**src/rtl/interrupt_controller.sv**
```systemverilog
`timescale 1ns/1ps
// Purpose: synchronise external interrupt lines, latch edges or follow levels, and report the lowest eligible line.
// Latency: input change -> outputs after SYNC_STAGES+2 rising edges; mask/enable/ack change -> outputs after 1 edge.
// Backpressure: none; edge requests stay pending until acknowledged, and level requests follow the line.
//
// Ports:
//   clock, reset                  - system clock, async active-high reset
//   externalInterruptLines        - raw asynchronous request lines
//   edgeModeMask                  - per line: 1 = edge-triggered (latched), 0 = level-triggered
//   pswInterruptMask/Enable       - per-line and global enables from the PSW
//   acknowledge/acknowledgeIndex  - one-cycle strobe clearing a latched edge request
//   interruptActive, index        - registered "some line eligible" flag and lowest eligible line
//   pendingLines                  - registered pending vector before masking
module interrupt_controller #(
  parameter int LINE_COUNT  = 16,
  parameter int INDEX_WIDTH = 4,
  parameter int SYNC_STAGES = 2
) (
  input  logic                   clock,
  input  logic                   reset,
  input  logic [LINE_COUNT-1:0]  externalInterruptLines,
  input  logic [LINE_COUNT-1:0]  edgeModeMask,
  input  logic [LINE_COUNT-1:0]  pswInterruptMask,
  input  logic                   pswInterruptEnable,
  input  logic                   acknowledge,
  input  logic [INDEX_WIDTH-1:0] acknowledgeIndex,
  output logic                   interruptActive,
  output logic [INDEX_WIDTH-1:0] index,
  output logic [LINE_COUNT-1:0]  pendingLines
);

  logic [LINE_COUNT-1:0]  syncStages [SYNC_STAGES];
  logic [LINE_COUNT-1:0]  syncedLines;
  logic [LINE_COUNT-1:0]  prevSample;
  logic [LINE_COUNT-1:0]  pending;
  logic [LINE_COUNT-1:0]  risingEdges;
  logic [LINE_COUNT-1:0]  ackHit;
  logic [LINE_COUNT-1:0]  nextPending;
  logic [LINE_COUNT-1:0]  eligible;
  logic [INDEX_WIDTH-1:0] lowestIndex;

  assign syncedLines = syncStages[SYNC_STAGES-1];

  // prevSample resets to 0, so a line already high at reset release counts as one rising edge.
  assign risingEdges = syncedLines & ~prevSample;

  // Shifting past the vector width yields zero, so out-of-range ack indices hit nothing.
  assign ackHit = acknowledge ? (LINE_COUNT'(1) << acknowledgeIndex) : '0;

  // A fresh edge in the same cycle as its ack keeps the request set.
  assign nextPending = (edgeModeMask  & (risingEdges | (pending & ~ackHit)))
                     | (~edgeModeMask & syncedLines);

  assign eligible = pending & pswInterruptMask & {LINE_COUNT{pswInterruptEnable}};

  // Scan from the top down so the lowest set bit is the last assignment.
  always_comb begin
    lowestIndex = '0;
    for (int i = LINE_COUNT - 1; i >= 0; i--) begin
      if (eligible[i]) begin
        lowestIndex = INDEX_WIDTH'(i);
      end
    end
  end

  always_ff @(posedge clock or posedge reset) begin
    if (reset) begin
      for (int s = 0; s < SYNC_STAGES; s++) begin
        syncStages[s] <= '0;
      end
      prevSample      <= '0;
      pending         <= '0;
      interruptActive <= 1'b0;
      index           <= '0;
      pendingLines    <= '0;
    end else begin
      syncStages[0] <= externalInterruptLines;
      for (int s = 1; s < SYNC_STAGES; s++) begin
        syncStages[s] <= syncStages[s-1];
      end
      prevSample      <= syncedLines;
      pending         <= nextPending;
      interruptActive <= |eligible;
      index           <= lowestIndex;
      pendingLines    <= pending;
    end
  end

endmodule

```
**config.mk**
```make
export PLATFORM = sky130hd
export DESIGN_NAME = interrupt_controller
export DESIGN_NICKNAME = d
export VERILOG_FILES = /design/src/rtl/interrupt_controller.sv
export SDC_FILE = /design/constraint.sdc
export NUM_CORES = 1
export LEC_CHECK = 0
export BUFFER_PORTS_ARGS = -buffer_cell sky130_fd_sc_hd__buf_2
export CORE_ASPECT_RATIO = 1.25
export CORE_UTILIZATION = 45
export DETAILED_ROUTE_END_ITERATION = 8
export PLACE_DENSITY_LB_ADDON = 0.3
export SYNTH_ARGS = -nofsm -noshare
export SYNTH_HDL_FRONTEND = slang
export SYNTH_SLANG_ARGS = --single-unit
```
**constraint.sdc**
```tcl
create_clock -name clock -period 3 [get_ports clock]
set_input_delay 0.15 -clock clock [delete_from_list [all_inputs] [get_ports clock]]
set_output_delay 0.15 -clock clock [all_outputs]
set_load 0.01 [all_outputs]
```
==> results_dict.tcl <==
set metrics [dict create \
    status "finished clean" \
    synth_area_um2 2750 \
    combPwrFrac_pct 9.7 \
    swShare_pct 23.0 \
    finalSetupViolCount 0 \
    max_slew_margin_pct 27.7 \
    tightest_slew_ns 1.08 \
    overflow 0 \
    numCtsBuffers 9 \
    criticalPathCategory "reg -> reg" \
    gp_routability_congestion 0.784 \
    arrival_ns 1.56 \
    internal-power_mw 1.73 \
    cts_tree "done" \
    netSwitchingPower_uw 515 \
    power_density_nw_per_um2 627 \
    insertion_delay_ns 0.35 \
    vdd_drop_max_v 0.000346 \
    final_area_um2 3580 \
    antenna_found_initial 0 \
    p_leak_nw 1.70 \
    path_cells "nand2_2, a32o_2, a311oi_2, o21ai_1, a21oi_1" \
    via_count 1857 \
    required_ns 3.27 \
    grt_pass1_vias 1814 \
    dr.first_iter.drc_count 124 \
    die_area_um2 6420 \
    portBuffers 76 \
    cts_buffer_depth 2 \
    placed_area_um2 3240 \
    syn_inst 194 \
    crit_buf_inv 0 \
    syn_nets 250 \
    power_frac_clock_pct 33.9 \
    worst_hold_slack_ns 0.0285 \
    cpLargestDelayFamily "compound AO/OA/AOI/OAI gates" \
    io_pins 77 \
    post_cts_buffers 0 \
    fin_worst_skew_ns 0.0108 \
    die_w_um 71.9 \
    start_util_pct 46.9 \
    rsz0062_at_grt "false" \
    cts_root_buf "clkbuf_8" \
    grt_pass1_wl_um 8400 \
    clock_sinks 85 \
    area_delta_synth_final_pct 30.4 \
    via_per_inst 4.85 \
    cap_violations 0 \
    hold_viol_final 0 \
    finalCritPeriodShare_pct 42.9 \
    ys_warn_count 0 \
    drc 0 \
    final.setup.tns_ns 0 \
    ant_nets 0 \
    ys_ff_latch 85 \
    post_drt_wl_per_cell_um 13.8 \
    utilization_pct 61.1 \
    coreArea_um2 5860 \
    syn_avg_cell_area_um2 14.2 \
    layout-drive-gt1-share_pct 32.6 \
    synth_top_area_share_pct 77.4 \
    grt_usage_pct 18.3 \
    fin_nets 354 \
    yosys.area.top_type "dfrtp_1" \
    crit_fanout 3 \
    pwr-share-seq_pct 56.4 \
    die_y_um 89.3 \
    grt_max_degree 67 \
    htreeDepth 3 \
    hp-class "in -> async" \
    crit_path_end_kind "register" \
    antenna_cells 0 \
    synth_cell_type_count 27 \
    crit_path_start_kind "register" \
    cts.clk_slew.worst_paths_ns 0.07 \
    synthTopCellsByArea "dfrtp_1 (77%), nand2_1 (7.4%), a32o_1 (5.5%), nand3_1 (1.1%), a32o_2 (0.82%)" \
    cts_resized 0 \
    rows 31 \
    wl_um 5300 \
    period_minus_slack_ns 1.29 \
    yosysSeqAreaShare_pct 77.4 \
    ctsHoldBuffers 16 \
    max_stage_delay_ns 0.38 \
    fmax_ghz 0.777 \
    cp_slowest_cell "dfrtp_1" \
    report.final.slew_viol_count 0 \
    drt-pass1-iter-count 4 \
]
## cell usage in the layout (no fill, tap or decap), drive strengths merged, types with 2 or more instances in the layout
cell type | synthesis | layout
a21oi | 4 | 4
a32o | 17 | 17
buf | 1 | 78
clkbuf | 0 | 12
clkinv | 0 | 2
dfrtp | 85 | 85
dlygate4sd3 | 0 | 16
nand2 | 55 | 55
nand3 | 6 | 6
nor2 | 2 | 2
nor2b | 3 | 3
nor3b | 2 | 2
o21ai | 6 | 6
## synthesized netlist by cell type
| cell | count |
|---|---|
| dfrtp_1 | 85 |
| nand2_1 | 54 |
| a32o_1 | 15 |
| nand3_1 | 6 |
| a21oi_1 | 4 |
| o21ai_0 | 4 |
| nor2b_1 | 3 |
| a32o_2 | 2 |
| nor2_1 | 2 |
| o21ai_1 | 2 |
| a211oi_1 | 1 |
| a21boi_1 | 1 |
| a21o_1 | 1 |
| a221o_1 | 1 |
| a22o_1 | 1 |
| a22oi_2 | 1 |
| a311oi_2 | 1 |
| a32oi_1 | 1 |
| and3_1 | 1 |
| and3b_1 | 1 |
| buf_2 | 1 |
| inv_1 | 1 |
| inv_2 | 1 |
| nand2_2 | 1 |
| nand4_1 | 1 |
| nor3b_1 | 1 |
| nor3b_2 | 1 |
## through the flow
step | power, mW | cells | worst slack, ns
floorplan | 1.39 | 194 | 0.657
global placement | 1.49 | 353 | 1.74
detailed placement | 1.49 | 353 | 1.72
CTS | 2.26 | 383 | 1.72
global route | 2.35 | 383 | 1.61
finish | 2.24 | 383 | 1.71
## path summary, 6_finish.rpt
check                                         start                       end  slack (ns)  depth (start not counted)
setup / recovery               pending[5]$_DFF_PP0_        index[0]$_DFF_PP0_        1.71                          5
setup reg to reg               pending[5]$_DFF_PP0_        index[0]$_DFF_PP0_        1.71                          5
hold reg to reg            syncStages[23]$_DFF_PP0_  syncedLines[7]$_DFF_PP0_        0.35                          0
min in group clock                  edgeModeMask[4]      pending[4]$_DFF_PP0_        0.06                          2
hold / removal                                reset  prevSample[15]$_DFF_PP0_        0.03                          2
max in group asynchronous                     reset   prevSample[0]$_DFF_PP0_        2.15                          3
## layout make-up
class	count	area (um^2)
clock buffers	12	145
clock inverters	2	35.0
fillers	476	2280
inverters	2	8.76
multi-input cells	106	607
flip-flops and latches	85	2130
well taps	82	103
repair buffers	94	556
## power groups by stage
| stage | Clock [mW] | Sequential (mW) | Combinational, mW |
|---|---|---|---|
| 6_report | 0.760 | 1.27 | 0.218 |
| 4_1_cts | 0.774 | 1.27 | 0.221 |
| 5_1_grt | 0.830 | 1.27 | 0.243 |
| 2_1_floorplan | 0 | 1.29 | 0.0907 |
| 3_5_place_dp | 0 | 1.29 | 0.204 |
| 3_3_place_gp | 0 | 1.29 | 0.200 |
## per-layer routing
layer  track usage (%)  part of all wire [%]  up-vias
met5                 0                     0        -
met4              8.02                   1.1        0
met3              5.52                   4.1        7
met2              29.8                    50       54
met1              22.9                    44      910
li1                  -                     -      886
## registers in the layout, indices dropped and copies added (netlist names)
name and flops:
prevSample 16, pendingLines 16, index 4, syncStages 16
pending 16, syncedLines 16, interruptActive 1
## cells by family (layout without fill, tap and decap cells)
| logic type | count (synthesis) | count (layout) | synth area share (%) |
|---|---|---|---|
| AO/OA/AOI/OAI | 35 | 35 | 10.9 |
| buffers and inverters | 3 | 110 | 0.455 |
| flip-flops | 85 | 85 | 77.4 |
| AND/OR/NAND/NOR | 71 | 71 | 11.2 |
Power figures use the tool's default switching activity.
